## config.mk

```make
export PLATFORM = sky130hd
export DESIGN_NAME = div_unit_flat
export DESIGN_NICKNAME = d
export VERILOG_FILES = /design/src/rtl/div_pkg.sv /design/src/rtl/div_if.sv /design/src/rtl/div_step.sv /design/src/rtl/div_unit.sv /design/src/flat_wrapper.sv
export SDC_FILE = /design/constraint.sdc
export NUM_CORES = 1
export LEC_CHECK = 0
export CAP_MARGIN = 40
export CORE_MARGIN = 1.5
export CORE_UTILIZATION = 45
export CTS_BUF_LIST = sky130_fd_sc_hd__clkbuf_8
export CTS_CLUSTER_DIAMETER = 80
export DETAILED_ROUTE_END_ITERATION = 16
export GPL_ROUTABILITY_DRIVEN = 1
export PLACE_DENSITY = 0.77
export SLEW_MARGIN = 20
export SYNTH_ARGS = -nofsm -noshare
export SYNTH_HDL_FRONTEND = slang
export SYNTH_SLANG_ARGS = --single-unit
```

## constraint.sdc

```tcl
create_clock -name clk -period 6.8 [get_ports clk]
set_input_delay 1.02 -clock clk [delete_from_list [all_inputs] [get_ports clk]]
set_output_delay 1.02 -clock clk [all_outputs]
set_load 0.01 [all_outputs]
```

## src/rtl/div_pkg.sv

```systemverilog
// Shared types and constants for the multicycle divider.
package div_pkg;
    localparam int DIV_WIDTH = 32;
    localparam int DIV_CNT_W = $clog2(DIV_WIDTH + 1);

    typedef enum logic [1:0] {
        IDLE = 2'd0,
        RUN  = 2'd1,
        SIGN = 2'd2,
        ZERO = 2'd3
    } div_state_e;
endpackage

```

## src/rtl/div_if.sv

```systemverilog
// Divider request/result bundle. The optional div_unsigned select exists
// only when DIV_UNSIGNED_EN is defined.
interface div_if import div_pkg::*; #(
    parameter int WIDTH = DIV_WIDTH
);
    logic             div_start;
    logic [WIDTH-1:0] dividend;
    logic [WIDTH-1:0] divisor;
`ifdef DIV_UNSIGNED_EN
    logic             div_unsigned;
`endif
    logic [WIDTH-1:0] hi_out;
    logic [WIDTH-1:0] lo_out;
    logic             div_busy;
    logic             div_done;
    logic             div_zero;

`ifdef DIV_UNSIGNED_EN
    modport master (output div_start, dividend, divisor, div_unsigned,
                    input  hi_out, lo_out, div_busy, div_done, div_zero);
    modport slave  (input  div_start, dividend, divisor, div_unsigned,
                    output hi_out, lo_out, div_busy, div_done, div_zero);
`else
    modport master (output div_start, dividend, divisor,
                    input  hi_out, lo_out, div_busy, div_done, div_zero);
    modport slave  (input  div_start, dividend, divisor,
                    output hi_out, lo_out, div_busy, div_done, div_zero);
`endif
endinterface

```

## src/rtl/div_step.sv

```systemverilog
// One restoring-division step: shift the next dividend bit into the partial
// remainder and subtract the divisor when it fits. The subtraction is done
// one bit wider than the operands so its top bit is the borrow.
module div_step import div_pkg::*; #(
    parameter int WIDTH = DIV_WIDTH
) (
    input  logic [WIDTH-1:0] rem,
    input  logic             dvd_msb,
    input  logic [WIDTH-1:0] dvs,
    output logic [WIDTH-1:0] rem_next,
    output logic             q_bit
);
    logic [WIDTH:0] shifted;
    logic [WIDTH:0] diff;

    // Trial subtract; no borrow means the divisor fits and the quotient bit is 1.
    always_comb begin
        shifted  = {rem, dvd_msb};
        diff     = shifted - {1'b0, dvs};
        q_bit    = ~diff[WIDTH];
        rem_next = q_bit ? diff[WIDTH-1:0] : shifted[WIDTH-1:0];
    end
endmodule

```

## src/rtl/div_unit.sv

```systemverilog
// Multicycle signed divider (remainder to HI, quotient to LO), one
// restoring step per clock. Define DIV_UNSIGNED_EN to add the div_unsigned
// select for DIVU-style operation.
module div_unit import div_pkg::*; #(
    parameter int WIDTH = DIV_WIDTH
) (
    input  logic  clk,
    input  logic  reset,
    div_if.slave  bus
);
    localparam int CNT_W = $clog2(WIDTH + 1);

    div_state_e       state_reg;
    logic [WIDTH-1:0] dvd_reg;
    logic [WIDTH-1:0] dvs_reg;
    logic [WIDTH-1:0] rem_reg;
    logic [WIDTH-1:0] quot_reg;
    logic [CNT_W-1:0] cnt_reg;
    logic             q_neg_reg;
    logic             r_neg_reg;
    logic [WIDTH-1:0] hi_reg;
    logic [WIDTH-1:0] lo_reg;
    logic             done_reg;

    logic             is_unsigned;
    logic             dividend_neg;
    logic             divisor_neg;
    logic [WIDTH-1:0] dividend_mag;
    logic [WIDTH-1:0] divisor_mag;
    logic [WIDTH-1:0] rem_next;
    logic             q_bit;

`ifdef DIV_UNSIGNED_EN
    assign is_unsigned = bus.div_unsigned;
`else
    assign is_unsigned = 1'b0;
`endif

    // Operand magnitudes; the most negative value maps onto itself as an unsigned magnitude.
    always_comb begin
        dividend_neg = ~is_unsigned & bus.dividend[WIDTH-1];
        divisor_neg  = ~is_unsigned & bus.divisor[WIDTH-1];
        dividend_mag = dividend_neg ? (~bus.dividend + 1'b1) : bus.dividend;
        divisor_mag  = divisor_neg  ? (~bus.divisor  + 1'b1) : bus.divisor;
    end

    div_step #(.WIDTH(WIDTH)) u_step (
        .rem      (rem_reg),
        .dvd_msb  (dvd_reg[WIDTH-1]),
        .dvs      (dvs_reg),
        .rem_next (rem_next),
        .q_bit    (q_bit)
    );

    // Control FSM, iteration datapath and HI/LO result registers.
    always_ff @(posedge clk) begin
        if (reset) begin
            state_reg <= IDLE;
            dvd_reg   <= '0;
            dvs_reg   <= '0;
            rem_reg   <= '0;
            quot_reg  <= '0;
            cnt_reg   <= '0;
            q_neg_reg <= 1'b0;
            r_neg_reg <= 1'b0;
            hi_reg    <= '0;
            lo_reg    <= '0;
            done_reg  <= 1'b0;
        end else begin
            done_reg <= 1'b0;
            case (state_reg)
                IDLE: begin
                    if (bus.div_start) begin
                        if (bus.divisor == '0) begin
                            state_reg <= ZERO;
                        end else begin
                            state_reg <= RUN;
                            dvd_reg   <= dividend_mag;
                            dvs_reg   <= divisor_mag;
                            q_neg_reg <= dividend_neg ^ divisor_neg;
                            r_neg_reg <= dividend_neg;
                            rem_reg   <= '0;
                            quot_reg  <= '0;
                            cnt_reg   <= CNT_W'(WIDTH);
                        end
                    end
                end
                RUN: begin
                    rem_reg  <= rem_next;
                    dvd_reg  <= {dvd_reg[WIDTH-2:0], 1'b0};
                    quot_reg <= {quot_reg[WIDTH-2:0], q_bit};
                    cnt_reg  <= cnt_reg - 1'b1;
                    if (cnt_reg == CNT_W'(1)) begin
                        state_reg <= SIGN;
                    end
                end
                SIGN: begin
                    lo_reg    <= q_neg_reg ? (~quot_reg + 1'b1) : quot_reg;
                    hi_reg    <= r_neg_reg ? (~rem_reg + 1'b1) : rem_reg;
                    done_reg  <= 1'b1;
                    state_reg <= IDLE;
                end
                ZERO: begin
                    state_reg <= IDLE;
                end
                default: begin
                    state_reg <= IDLE;
                end
            endcase
        end
    end

    assign bus.hi_out   = hi_reg;
    assign bus.lo_out   = lo_reg;
    assign bus.div_busy = (state_reg == RUN) || (state_reg == SIGN);
    assign bus.div_done = done_reg;
    assign bus.div_zero = (state_reg == ZERO);
endmodule

```

## src/flat_wrapper.sv

```systemverilog
// flat-port wrapper written by rule: the top's interface ports become plain ports
module div_unit_flat import div_pkg::*;
#(
    parameter int WIDTH = DIV_WIDTH
)
  (clk, reset, bus_div_start, bus_dividend, bus_divisor, bus_hi_out, bus_lo_out, bus_div_busy, bus_div_done, bus_div_zero);
  div_if #(.WIDTH(WIDTH)) bus_i ();
  input  logic clk;
  input  logic reset;
  input wire logic [$bits(bus_i.div_start)-1:0] bus_div_start;
  input wire logic [$bits(bus_i.dividend)-1:0] bus_dividend;
  input wire logic [$bits(bus_i.divisor)-1:0] bus_divisor;
  output wire logic [$bits(bus_i.hi_out)-1:0] bus_hi_out;
  output wire logic [$bits(bus_i.lo_out)-1:0] bus_lo_out;
  output wire logic [$bits(bus_i.div_busy)-1:0] bus_div_busy;
  output wire logic [$bits(bus_i.div_done)-1:0] bus_div_done;
  output wire logic [$bits(bus_i.div_zero)-1:0] bus_div_zero;
  assign bus_i.div_start = bus_div_start;
  assign bus_i.dividend = bus_dividend;
  assign bus_i.divisor = bus_divisor;
  assign bus_hi_out = bus_i.hi_out;
  assign bus_lo_out = bus_i.lo_out;
  assign bus_div_busy = bus_i.div_busy;
  assign bus_div_done = bus_i.div_done;
  assign bus_div_zero = bus_i.div_zero;
  div_unit #(.WIDTH(WIDTH)) u_core (.clk(clk), .reset(reset), .bus(bus_i));
endmodule
```

Word level (Yosys, flattened, before mapping) --
Index checks and enable logic that the tools add are counted.
Word-level totals: register bits after elaboration 203, word-level logic and storage cells 59
Cells by class: add/subtract/negate cells 6, equal/unequal tests 7, muxes and demuxes 20, bitwise operators 7, reduce and logical (&&, ||, !) cells 8
Operators by type and width (number):
- 32-bit two-way mux | 9
- 32-bit one-hot mux with 2 select lines | 3
- 32-bit by 1-bit adder with 32-bit output, second input constant | 4
- 32-bit NOT | 4
- 33-bit by 32-bit subtractor with 33-bit output | 1
- 32-bit logical NOT | 1
- 6-bit two-way mux | 2
- 6-bit one-hot mux with 2 select lines | 1
- 6-bit by 1-bit == test with 1-bit output, second input constant | 1
- 2-bit two-way mux | 3
- 2-bit one-hot mux with 3 select lines | 1
- 3-bit AND reduction | 2
- 6-bit by 1-bit subtractor with 6-bit output, second input constant | 1
- 2-bit == test, second input constant | 2
- 2-bit inequality test, second input constant | 2
- 2-bit by 1-bit == test with 1-bit output, second input constant | 1
- 2-bit logical NOT | 1
- 2-bit by 1-bit inequality test with 1-bit output, second input constant | 1
- 1-bit NOT | 2
- 2-bit AND reduction | 1
- 2-bit nonzero test | 1
- 2-bit OR reduction | 1
- 1-bit logical OR | 1
- 1-bit two-way mux | 1
- 1-bit XOR | 1

Longest topological paths before layout --
Gate-level depths: netlist of run 1.
depth after elaboration 6, depth in mapped cells 14, mapped depth without buffers 12

Modules after synthesis --
A second synthesis of run 1 with hierarchy kept.
Unflattened totals: cell total of the unflattened synthesis 1548, area total of the unflattened synthesis 12467.0 sq um
By module, submodules not included:
- div_unit | times used 1, cells each 1241, area an instance 10209.8 sq um, sequential area each 4063.9 sq um
- div_step | times used 1, cells each 307, area an instance 2257.2 sq um, sequential area each 0.0 sq um

Worst setup path before layout of run 1 --
OpenSTA, ideal clock, no wires.
path type input -> register, start input bus_dividend[8], end register u_core.dvd_reg[28], library setup time 134 ps, arrival 3430 ps, required time 6666 ps, slack 3237 ps, cell stages on the path 8, cell sequence or3_4 or4_4 or4_1 clkbuf_1 or4_1 o31ai_1 xor2_1 o22ai_1
On the way: word-level cells in the longest chain between the ends 6
Ends and longest elaborated chain:
- start: declaration | RTL line flat_wrapper.sv:11 | input wire logic [$bits(bus_i.dividend)-1:0] bus_dividend;
- 32-bit NOT | RTL line div_unit.sv:43 | dividend_mag = dividend_neg ? (~bus.dividend + 1'b1) : bus.dividend;
- 32-bit by 1-bit adder with 32-bit output | RTL line div_unit.sv:43
- 32-bit two-way mux | RTL line div_unit.sv:43
- 32-bit two-way mux | RTL line div_unit.sv:74 | if (bus.divisor == '0) begin
- 32-bit two-way mux | RTL line div_unit.sv:73 | if (bus.div_start) begin
- 32-bit one-hot mux with 2 select lines | RTL line div_unit.sv:71 | case (state_reg)
- end signal: assignment | RTL line div_unit.sv:78 | dvd_reg <= dividend_mag;
- end signal: assignment | RTL line div_unit.sv:90 | dvd_reg <= {dvd_reg[WIDTH-2:0], 1'b0};
- end: declaration | RTL line div_unit.sv:14 | logic [WIDTH-1:0] dvd_reg;
Every way passes these cells. The select of a mux whose other input is x is not followed. A chain may end at the register's enable or synchronous reset.

Worst setup path in the final report of run 1 --
start input bus_divisor[4], end register u_core.quot_reg[14]
On the way: word-level cells in the longest chain between the ends 3
Ends and longest elaborated chain:
- start: declaration | RTL line flat_wrapper.sv:12 | input wire logic [$bits(bus_i.divisor)-1:0] bus_divisor;
- 32-bit logical NOT | RTL line div_unit.sv:74
- 2-bit inequality test (no line)
- 3-bit AND reduction (no line)
- end signal: assignment | RTL line div_unit.sv:91 | quot_reg <= {quot_reg[WIDTH-2:0], q_bit};
- end: declaration | RTL line div_unit.sv:17 | logic [WIDTH-1:0] quot_reg;
Every way passes these cells.

==> flow_metrics.env, run 1 <==
export IMPL_outcome="finished, final reports clean"
export IMPL_p_per_area_nw_per_um2=320
export IMPL_drive_gt1_share_pct=6.38
export IMPL_grt_start_max_net_pins=78
export IMPL_clkSinkCount=203
export IMPL_via_per_inst=5.61
export IMPL_synth_cells=1439
export IMPL_io_pins=134
export IMPL_antenna_found_initial=0
export IMPL_critPathCaptureType="flip-flop"
export IMPL_fin_nets=1640
export IMPL_routedWlPerCell_um=15.4
export IMPL_grt_pass1_wl_mm=48.1
export IMPL_path_max_fanout=33
export IMPL_final_hold_viol_count=0
export IMPL_grt_overflow=0
export IMPL_synth_edff_count=0
export IMPL_cts_resized=0
export IMPL_finClkSkew_ns=0.0152
export IMPL_slew_headroom_pct=39.4
export IMPL_clock_path_buffers=3
export IMPL_power_leakage_nw=5.50
export IMPL_final_util_pct=54.5
export IMPL_fill_cells=2391
export IMPL_avgSynthCellArea_um2=8.23
export IMPL_finalCritPeriodShare_pct=74.7
export IMPL_required_ns=7.23
export IMPL_row_count=59
export IMPL_place_detailed_hpwl_mm=21.2
export IMPL_synthFlopType="dfxtp_1"
export IMPL_min_path_type="flip-flop to flip-flop"
export IMPL_rsz0062_at_grt="no"
export IMPL_diodes=0
export IMPL_grt_use_total_pct=21.2
export IMPL_tightest_slew_ns=0.906
export IMPL_drt_wl_total_mm=29.0
export IMPL_peakVddDrop_mv=0.156
export IMPL_die_area_um2=27300
export IMPL_firstDrtPassIters=5
export IMPL_slew_violations=0
export IMPL_crit_path_top_delay_cell="o41ai_1"
export IMPL_drt_iter0_markers=677
export IMPL_clkLatencyLatePin_ns=0.51
export IMPL_coreArea_um2=25900
export IMPL_crit_chain="clkdlybuf4s50_1 > nor4_1 > nand4_1 > nand2b_1 > o41ai_1 > nor2_2 > buf_8 > a21oi_4 > buf_4 > nand2_1 > a21oi_1"
export IMPL_ys_types=69
export IMPL_slowest_delay_ns=0.81
export IMPL_die_height_um=165
export IMPL_initial_core_util_pct=45.7
export IMPL_routabilityCongestion=0.897
export IMPL_crit_family="simple AND/OR/NAND/NOR gates"
export IMPL_clock_root_buffer="clkbuf_8"
export IMPL_syn_nets=1550
export IMPL_ys_ff_latch=203
export IMPL_yosysSeqAreaShare_pct=34.3
export IMPL_final_antenna_net_count=0
export IMPL_vias=10595
export IMPL_start_kind="primary input"
export IMPL_postCtsHoldBufs=0
export IMPL_arrival_ns=5.51
export IMPL_numPortBuffers=133
export IMPL_setup_viol=0
export IMPL_cts_tree="done"
export IMPL_finalSetupTns_ns=0
export IMPL_clk_pin_slew_ns=0.06
export IMPL_numCtsBuffers=34
export IMPL_max_freq_ghz=0.197
export IMPL_worstSetupPathType="primary input to flip-flop"
export IMPL_period_minus_slack_ns=5.08
export IMPL_grt_pass1_vias=9684
export IMPL_htreeDepth=2
export IMPL_final_common_cell="dfxtp_1"
export IMPL_ff2ff_setup_slack_ns=2.67
export IMPL_max_cap_violations=0
export IMPL_synth_async_sr_flop_share_pct=0
export IMPL_p_total_mw=4.52
export IMPL_post_cts_buffers=0
export IMPL_die_w_um=165
export IMPL_critPathBufInv=3
export IMPL_drc=0
export IMPL_synth_area_um2=11800
export IMPL_ys_warn_count=0
export IMPL_area_delta_synth_final_pct=19.3
export IMPL_final_cell_mix="dfxtp_1, clkdlybuf4s50_1, nor2_1, nand2_1, xor2_1"
==> per-stage QoR <==
step | setup slack [ns] | area [um^2] | instances | hold slack, ns
final | 1.72 | 14100 | 1887 | 0.464
after global routing | 1.46 | 14100 | 1887 | 0.485
after CTS | 1.77 | 14100 | 1886 | 0.464
after detailed placement | 1.27 | 13400 | 1827 | 0.456
after global placement | 1.69 | 13300 | 1822 | 0.440
after floorplan | 3.24 | 11800 | 1439 | 0.432
==> kinds of logic after synthesis <==
family	after synthesis	synth area share (%)
adder cells (fa/ha/maj)	44	4.71
XOR/XNOR	146	10.8
flip-flops	203	34.3
AND/OR/NAND/NOR	427	17.5
multiplexers	34	2.87
AO/OA/AOI/OAI	429	24.7
buffers and inverters	156	5.13
==> path summary, 6_finish.rpt <==
check	start	end	depth (start not counted)
worst min-delay path	u_core.dvs_reg[26]$_SDFFE_PP0P_	u_core.dvs_reg[26]$_SDFFE_PP0P_	2
worst max register to register	u_core.rem_reg[0]$_SDFFE_PP0P_	u_core.rem_reg[17]$_SDFFE_PP0P_	12
worst min register to register	u_core.dvs_reg[26]$_SDFFE_PP0P_	u_core.dvs_reg[26]$_SDFFE_PP0P_	2
worst max-delay path	bus_divisor[4]	u_core.quot_reg[14]$_SDFFE_PP0P_	11
==> area by class of cell <==
| cell class | count | area, um^2 | area share [%] |
|---|---|---|---|
| clock buffers | 42 | 578 | 4.09 |
| inverters | 60 | 225 | 1.59 |
| repair buffers | 150 | 1510 | 10.7 |
| well taps | 335 | 419 | 2.97 |
| multi-input cells | 1080 | 7220 | 51.1 |
| clock inverters | 17 | 100 | 0.709 |
| flip-flops and latches | 203 | 4060 | 28.8 |
==> power breakdown <==
group          switching [mW]  internal, mW  total, mW
clock                   0.484         0.595       1.08
combinational            1.06         0.781       1.85
sequential              0.147          1.45       1.59
total                    1.70          2.82       4.52
==> metal layers <==
layer	global-route usage [%]	part of all wire [%]
met5	0	0
met4	5.90	2.0
met3	3.32	5.4
met2	32.4	43
met1	30.8	50
==> Yosys cell counts (all sizes together) (2+ instances only) <==
cell type | count | share of area [%]
a32oi | 7 | 0.52
a311o | 3 | 0.25
buf | 23 | 0.91
dfxtp | 203 | 34
nor2 | 125 | 4.0
a21oi | 83 | 3.5
mux2i | 34 | 2.9
o31ai | 39 | 2.7
a211o | 4 | 0.30
nor4 | 9 | 0.48
inv | 59 | 1.9
a21o | 18 | 1.1
o41ai | 20 | 1.8
a31oi | 5 | 0.26
nand4 | 10 | 0.53
nand2b | 10 | 0.59
o21ai | 79 | 3.4
clkbuf | 73 | 2.3
a22oi | 22 | 1.4
xor2 | 99 | 7.3
o21a | 4 | 0.25
a311oi | 2 | 0.20
ha | 43 | 4.5
a211oi | 94 | 6.0
or4 | 23 | 1.6
or2 | 5 | 0.29
o211ai | 3 | 0.19
nand3b | 5 | 0.32
nand4b | 2 | 0.15
and3 | 7 | 0.37
o22ai | 30 | 1.6
or3 | 22 | 1.3
nand3 | 52 | 2.2
nor3 | 18 | 0.76
and2 | 2 | 0.11
a2111oi | 3 | 0.23
xnor2 | 47 | 3.5
o21bai | 4 | 0.25
nor2b | 14 | 0.74
nand2 | 120 | 3.8
==> worst reg2reg max path: stages, from the launching register on <==
cell	delay (ns)
dfxtp_1	0.49
inv_1	0.18
fa_1	0.49
nor2b_1	0.14
o21ai_0	0.12
a21oi_1	0.27
o211ai_1	0.21
a2111oi_1	0.84
o31ai_4	0.18
xor2_4	0.55
buf_16	0.25
mux2i_1	0.22
o21ai_0	0.08
Note: power is estimated with default switching activity, not from simulation.
==> run 2: changes to the inputs <==
Settings changed: PLACE_DENSITY 0.77 to 0.8.
Clock period 6.8 ns to 4.13 ns, I/O delays scaled along.
==> flow_metrics.env, run 2 (synthesis gave the netlist of run 1 again) <==
export IMPL_outcome="finished, final reports clean"
export IMPL_power_leakage_nw=5.55
export IMPL_routedWlPerCell_um=15.4
export IMPL_finClkSkew_ns=0.0225
export IMPL_firstDrtPassIters=5
export IMPL_die_height_um=165
export IMPL_postCtsHoldBufs=0
export IMPL_tightest_slew_ns=0.829
export IMPL_grt_start_max_net_pins=82
export IMPL_setup_slack_ns=0.357
export IMPL_path_max_fanout=26
export IMPL_final_cell_mix="dfxtp_1, clkdlybuf4s50_1, nor2_1, nand2_1, xor2_1"
export IMPL_drt_iter0_markers=700
export IMPL_p_clk_share_pct=22.7
export IMPL_cts_tree="done"
export IMPL_rsz0062_at_grt="no"
export IMPL_max_freq_ghz=0.265
export IMPL_io_pins=134
export IMPL_vias=10725
export IMPL_critPathCaptureType="flip-flop"
export IMPL_p_per_area_nw_per_um2=521
export IMPL_fin_hold_ws_ns=0.458
export IMPL_final_util_pct=54.8
export IMPL_via_per_inst=5.65
export IMPL_startpoint="u_core.dvd_reg[31]$_SDFFE_PP0P_"
export IMPL_min_from="u_core.dvs_reg[26]$_SDFFE_PP0P_"
export IMPL_final_antenna_net_count=0
export IMPL_period_minus_slack_ns=3.77
export IMPL_worstSetupPathType="flip-flop to flip-flop"
export IMPL_dp_cells=1841
export IMPL_drive_gt1_share_pct=7.03
export IMPL_drc=0
export IMPL_slew_headroom_pct=44.8
export IMPL_p_switching_mw=2.79
export IMPL_place_detailed_hpwl_mm=21.4
export IMPL_required_ns=4.58
export IMPL_clock_path_buffers=3
export IMPL_numCtsBuffers=34
export IMPL_stdcell_count=1899
export IMPL_clk_pin_slew_ns=0.07
export IMPL_area_delta_synth_final_pct=19.9
export IMPL_die_area_um2=27300
export IMPL_clkLatencyLatePin_ns=0.52
export IMPL_pre_cts_slack_ns=0.240
export IMPL_clock_root_buffer="clkbuf_8"
export IMPL_initial_core_util_pct=45.7
export IMPL_hold_depth=2
export IMPL_finalSetupTns_ns=0
export IMPL_row_count=59
export IMPL_finalCritPeriodShare_pct=91.4
export IMPL_slew_violations=0
export IMPL_post_cts_buffers=0
export IMPL_arrival_ns=4.22
export IMPL_grt_overflow=0
export IMPL_drt_wl_total_mm=29.2
export IMPL_antenna_found_initial=0
export IMPL_fin_nets=1653
export IMPL_max_cap_violations=0
export IMPL_start_kind="flip-flop"
export IMPL_p_int_mw=4.60
export IMPL_htreeDepth=2
export IMPL_seqPwrFrac_pct=35.4
export IMPL_coreArea_um2=25900
export IMPL_diodes=0
export IMPL_peakVddDrop_mv=0.286
export IMPL_die_w_um=165
export IMPL_clkSinkCount=203
export IMPL_routabilityCongestion=0.883
export IMPL_grt_pass1_wl_mm=47.6
export IMPL_grt_use_total_pct=21.0
export IMPL_numPortBuffers=133
export IMPL_r2r_start="u_core.dvd_reg[31]$_SDFFE_PP0P_"
export IMPL_min_path_type="flip-flop to flip-flop"
export IMPL_rr_worst_depth=14
export IMPL_grt_pass1_vias=9734
export IMPL_final_hold_viol_count=0
export IMPL_setup_viol=0
export IMPL_comb_power_share_pct=41.9
export IMPL_final_common_cell="dfxtp_1"
export IMPL_cts_resized=0
export IMPL_p_sw_share_pct=37.8
==> run 2: power by group through the flow <==
stage,registers (mW),clock network [mW],logic [mW]
after global placement,2.66,0,2.97
after floorplan,2.70,0,1.93
after detailed placement,2.66,0,3.08
after global routing,2.67,1.80,3.42
after CTS,2.62,1.71,3.09
final,2.62,1.68,3.10
==> run 2: per-stage QoR <==
step | power (mW) | instance area, um^2
finish | 7.39 | 14200
floorplan | 4.63 | 11800
global route | 7.88 | 14200
CTS | 7.42 | 14200
detailed placement | 5.74 | 13600
global placement | 5.63 | 13500
==> run 2: layout make-up <==
type	count	area [um^2]
Timing Repair Buffer	163	1640
Inverter	60	225
Multi-Input combinational cell	1080	7210
Clock buffer	40	551
Tap cell	335	419
Fill cell	2342	11700
Sequential cell	203	4060
Clock inverter	18	85.1
==> run 2: critical path, cell delays in order (launching register included) <==
cell	delay (ns)
dfxtp_1	0.40
inv_1	0.07
ha_1	0.23
fa_1	0.41
nor2b_1	0.14
o21ai_0	0.11
a21oi_1	0.28
o211ai_1	0.20
a2111oi_1	0.49
buf_4	0.21
o31ai_4	0.09
xor2_4	0.24
buf_12	0.23
or4_1	0.54
nand3_1	0.08
==> run 2: path summary, 6_finish.rpt <==
path / slack (ns) / endpoint
setup / recovery: 0.36 / u_core.rem_reg[10]$_SDFFE_PP0P_
hold / removal: 0.46 / u_core.dvs_reg[26]$_SDFFE_PP0P_
setup reg to reg: 0.36 / u_core.rem_reg[10]$_SDFFE_PP0P_
hold reg to reg: 0.46 / u_core.dvs_reg[26]$_SDFFE_PP0P_
==> run 2: metal layers <==
layer	global-route usage, %	share of wire [%]	vias to the layer above
li1	-	-	5425
met1	30.1	49	4977
met2	32.7	43	285
met3	3.37	6.1	38
met4	5.28	1.8	0
met5	0	0	-
